File: src/rtl/print_string_unit.sv
// print_string_unit: walks a NUL-terminated, big-endian packed string in data
// memory one word at a time and streams its characters over a valid/ready port.
//
// Handshake: char_valid is asserted with a stable char_out; the character
// transfers on a rising edge where char_valid && char_ready are both high.
// char_out and char_valid never depend combinationally on char_ready.
module print_string_unit #(
    parameter logic [31:0] MEM_LO    = 32'h7FF00000,
    parameter logic [31:0] MEM_HI    = 32'h7FFFFFFF,
    parameter int          MAX_WORDS = 256
) (
    input  logic        clk,
    input  logic        reset,
    input  logic        start,
    input  logic [31:0] start_addr,
    output logic [31:0] mem_addr,
    input  logic [31:0] mem_rdata,
    output logic [7:0]  char_out,
    output logic        char_valid,
    input  logic        char_ready,
    output logic        busy,
    output logic        done,
    output logic        err,
    output logic [1:0]  dbg_state
);

    // Wide enough to hold the value MAX_WORDS itself.
    localparam int CW = $clog2(MAX_WORDS + 1);

    typedef enum logic [1:0] {
        IDLE   = 2'd0,
        FETCH  = 2'd1,
        EMIT   = 2'd2,
        FINISH = 2'd3
    } state_t;

    state_t          state_q, state_d;
    logic [31:0]     cur_addr_q, cur_addr_d;
    logic [31:0]     word_reg_q, word_reg_d;
    logic [1:0]      byte_idx_q, byte_idx_d;
    logic [CW-1:0]   word_cnt_q, word_cnt_d;
    logic            err_q, err_d;
    logic [7:0]      sel_byte;

    // Big-endian byte select out of the captured word.
    always_comb begin
        sel_byte = 8'h00;
        case (byte_idx_q)
            2'd0: sel_byte = word_reg_q[31:24];
            2'd1: sel_byte = word_reg_q[23:16];
            2'd2: sel_byte = word_reg_q[15:8];
            2'd3: sel_byte = word_reg_q[7:0];
            default: sel_byte = 8'h00;
        endcase
    end

    // State and datapath registers; reset clears everything immediately.
    always_ff @(posedge clk or posedge reset) begin
        if (reset) begin
            state_q    <= IDLE;
            cur_addr_q <= 32'h0;
            word_reg_q <= 32'h0;
            byte_idx_q <= 2'd0;
            word_cnt_q <= '0;
            err_q      <= 1'b0;
        end else begin
            state_q    <= state_d;
            cur_addr_q <= cur_addr_d;
            word_reg_q <= word_reg_d;
            byte_idx_q <= byte_idx_d;
            word_cnt_q <= word_cnt_d;
            err_q      <= err_d;
        end
    end

    // Next-state logic and outputs.
    always_comb begin
        state_d    = state_q;
        cur_addr_d = cur_addr_q;
        word_reg_d = word_reg_q;
        byte_idx_d = byte_idx_q;
        word_cnt_d = word_cnt_q;
        err_d      = err_q;
        char_valid = 1'b0;
        char_out   = 8'h00;
        done       = 1'b0;

        case (state_q)
            IDLE: begin
                if (start) begin
                    cur_addr_d = start_addr;
                    word_cnt_d = '0;
                    if (start_addr < MEM_LO) begin
                        err_d   = 1'b1;
                        state_d = FINISH;
                    end else begin
                        err_d   = 1'b0;
                        state_d = FETCH;
                    end
                end
            end
            FETCH: begin
                word_reg_d = mem_rdata;
                byte_idx_d = 2'd0;
                word_cnt_d = word_cnt_q + CW'(1);
                state_d    = EMIT;
            end
            EMIT: begin
                if (sel_byte == 8'h00) begin
                    // Terminator: never shown to the consumer.
                    state_d = FINISH;
                end else begin
                    char_valid = 1'b1;
                    char_out   = sel_byte;
                    if (char_ready) begin
                        if (byte_idx_q != 2'd3) begin
                            byte_idx_d = byte_idx_q + 2'd1;
                        end else if ((cur_addr_q == MEM_HI) ||
                                     (word_cnt_q == CW'(MAX_WORDS))) begin
                            // Ran off the end of memory or hit the word limit.
                            err_d   = 1'b1;
                            state_d = FINISH;
                        end else begin
                            cur_addr_d = cur_addr_q + 32'd1;
                            state_d    = FETCH;
                        end
                    end
                end
            end
            FINISH: begin
                done    = 1'b1;
                state_d = IDLE;
            end
            default: state_d = IDLE;
        endcase
    end

    assign mem_addr  = cur_addr_q;
    assign busy      = (state_q != IDLE);
    assign err       = err_q;
    assign dbg_state = state_q;

endmodule

File: config.mk
export PLATFORM = sky130hd
export DESIGN_NAME = print_string_unit
export DESIGN_NICKNAME = d
export VERILOG_FILES = /design/src/rtl/print_string_unit.sv
export SDC_FILE = /design/constraint.sdc
export NUM_CORES = 1
export LEC_CHECK = 0
export ABC_AREA = 1
export CAP_MARGIN = 30
export CORE_MARGIN = 4
export CORE_UTILIZATION = 40
export CTS_BUF_LIST = sky130_fd_sc_hd__clkbuf_4
export DETAILED_ROUTE_END_ITERATION = 8
export HOLD_SLACK_MARGIN = 0.08
export PLACE_DENSITY = 0.62
export SLEW_MARGIN = 20
export SYNTH_ARGS = -nofsm -noshare
export SYNTH_HDL_FRONTEND = slang
export SYNTH_SLANG_ARGS = --single-unit
File: constraint.sdc
create_clock -name clk -period 3.6 [get_ports clk]
set_clock_uncertainty 0.1 [all_clocks]
set_input_delay 1.08 -clock clk [delete_from_list [all_inputs] [get_ports clk]]
set_output_delay 1.08 -clock clk [all_outputs]
set_load 0.01 [all_outputs]
==> metrics.md <==
| Metric | Value |
|---|---|
| Most frequent cells in the layout | `350 x nand2_1, 112 x clkdlybuf4s50_1, 78 x dfrtp_1` |
| Reg area | `1950 um2` |
| Startpoint Class | `flip-flop` |
| Area Growth Syn to Fin | `27.6%` |
| Power Total | `0.00557 W` |
| Vias | `5385` |
| Antenna viol nets, final | `0` |
| GRT overflow | `0` |
| Fillers | `1273` |
| CTS max path bufs | `2` |
| Relative slew slack | `55.3%` |
| Post-layout min period | `3410 ps` |
| Synth Register Bits | `78` |
| Worst-path clk slew | `130 ps` |
| Status | `complete, no violations` |
| DRC | `0` |
| # clock sinks | `78` |
| Largest net degree at the start of global routing | `79` |
| Area after DPL | `6550 um2` |
| Root Driver | `clkbuf_4` |
| Worst VDD drop | `0.375 mV` |
| Mean Syn Cell Area | `6.69 um2` |
| Clock H-tree levels | `3` |
| Diode count | `0` |
| Setup tns final | `0 ps` |
| Final hold vios | `0` |
| CP arrival | `2230 ps` |
| First-pass iteration count of the detailed router | `5` |
| Clk pwr share | `8.5%` |
| YS warnings | `0` |
| Most common cell after layout, fill and taps aside | `nand2_1` |
| Die footprint | `15100 um2` |
| Initial antenna violation count | `0` |
| Reg2Reg Launch Point | `byte_idx_q[0]` |
| First-pass GRT wire length | `25800 um` |
| Top Ports | `114` |
| # rows | `41` |
| Number of global-route vias before repair | `5203` |
| Max cap viols | `0` |
| Hold_buf cts | `0` |
| CP delay by family, top | `buffers and inverters` |
| R2r worst-path depth | `13` |
| Crit. End Element | `output port` |
| CP Max Fanout | `8` |
| Slowest CP cell | `clkdlybuf4s50_1` |
| Initial DRC Count | `406` |
| Internal power | `0.00281 W` |
| Placed cells | `1054` |
| Period Utilization, post-route | `94.8%` |
| RSZ-0062 raised after global routing | `false` |
| Unique masters post-synth | `38` |
| Reg power frac | `30.9%` |
| Critical Path Start | `byte_idx_q[1]` |
| Worst Hold Launch | `word_reg_q[17]` |
| P per Cell Area | `829 nW/um2` |
| Net Switching | `0.00276 W` |
| Sw Ratio | `49.5%` |
| I/O Buffers | `113` |
| Yosys top cell by area | `dfrtp_1` |
| Final Wtd Congestion | `0.872` |
| Max Clock Freq | `0.293 GHz` |
| Synthesized Nets | `863` |
| Top-area cell type share of the netlist area | `37.0%` |
| Hold crit path type | `reg -> reg` |
| Total global-route track usage | `21.8%` |
| Core area | `12800 um2` |
| Hold Path Depth | `2` |
| Post-DR wirelength/cell | `14.8 um` |
| Vias per inst | `5.02` |
| Crit path kind | `reg -> out` |
| Final non-filler cell total | `1073` |
| Nets | `971` |
| Multi-input combinational cell area | `2910 um2` |
| Crit-path most repeated cell | `nand2_1` |
| Synth top area cells | `dfrtp_1 37%, nand2_1 25%, inv_1 5.1%` |
| Hold Path End | `word_reg_q[17]` |
| Comb pwr share | `60.6%` |
| Proportion of layout cells with a drive suffix above 1 | `9.43%` |
| Required time worst endpoint | `2420 ps` |
| # setup viols final | `0` |
| Crit path depth | `7` |
| CP bufs+invs | `2` |
| DP Worst Slack | `130 ps` |
| Gate Count Post-Synth | `788` |
| Die Wd | `123 um` |
| Initial core utilization | `41.2%` |
| Max Slew Vio Count | `0` |
| Static Leakage | `3.32 nW` |
| Post-Syn Area | `5270 um2` |
| WL final | `15900 um` |
| Max stage delay on crit path | `570 ps` |
| Sequential share of the synthesized area | `37.0%` |
| Num CTS Buffers | `9` |
| Tightest Pin Transition | `669 ps` |
| Cells along the critical path | `inv_1, ha_2, nand2_1, nand4_1, nand2_1, nor2_1, clkdlybuf4s50_1` |
| Final HPWL DP | `12000 um` |
| CTS tree | `yes` |
| Final instance area | `6720 um2` |
| Reg2reg end | `mem_addr[16]` |
| R2r setup slk | `1080 ps` |
| Post-route worst setup slack | `187 ps` |
| Die Ht | `123 um` |
| Worst skew pair latency | `470 ps` |
## registers in the layout, indices dropped and copies added (netlist names)
| signal | flops |
|---|---|
| byte_idx_q | 2 |
| word_cnt_q | 9 |
| err | 1 |
| word_reg_q | 32 |
| mem_addr | 32 |
| dbg_state | 2 |
## per-layer routing
metal	vias to the layer above	track usage, %	part of all wire, %
met1	2476	28.3	42
met5	-	0	0
met3	21	5.07	7.4
met4	0	6.72	2.0
li1	2701	-	-
met2	187	36.2	48
## per-stage QoR
stage,hold slack (ps),util [%]
after floorplan,341,-
after global placement,376,51.2
after detailed placement,371,51.2
after CTS,405,52.6
after global routing,429,52.6
final,403,52.6
## Yosys cell counts, drive strengths merged
cell type  instances
a21oi             10
a32oi              1
buf               15
clkbuf            12
dfrtp             78
ha                 7
inv               78
nand2            378
nand3             38
nand3b             2
nand4             15
nor2              59
nor3              10
nor4               2
o211ai             1
o21ai             41
o21bai            33
o31ai              4
o32ai              1
or2                1
xor2               2
## cells by family after synthesis
kind of cell	synth area share, %
DFF	37.0
xor gates and xnor gates	0.333
adders and majority gates	1.66
AOI/OAI and AO/OA	10.7
and+or+nand+nor	41.7
buffers and inverters	8.55
## worst reg2reg max path, cell delays in order (launching register included)
cell	delay (ps)
dfrtp_1	450
inv_2	140
ha_4	190
inv_4	60
or2_1	220
o21ai_2	80
nand2_2	90
nor2_4	130
nand3_4	120
nand2_4	380
nor2_8	150
buf_12	190
nand2_1	60
nand2_1	50
## what timing repair did
action	4_1_cts	5_1_grt
pin swaps	1	3
setup endpoints to repair	7	1
resized for setup	9	5
gates cloned	0	0
setup buffers	3	0
## power groups by stage
stage	clock [W]	combinational, W	sequential [W]
finish	0.000474	0.00338	0.00172
global route	0.000521	0.00380	0.00178
CTS	0.000495	0.00339	0.00172
detailed placement	0	0.00329	0.00174
global placement	0	0.00322	0.00174
floorplan	0	0.00216	0.00168
## layout make-up
class | count | area share, %
clock inverter | 6 | 0.577
clock buffer | 10 | 1.12
sequential | 78 | 29.0
timing repair buffer | 124 | 18.4
inverter | 78 | 4.39
tap | 172 | 3.20
multi-input combinational | 605 | 43.3
## how the worst max path moves through the flow
stage,slack (ps),end
floorplan,420,byte_idx_q[0]
global placement,210,char_valid
detailed placement,130,char_valid
CTS,70,char_valid
global route,40,char_out[6]
finish,190,char_out[3]
Note: power is estimated with default switching activity, not from simulation.
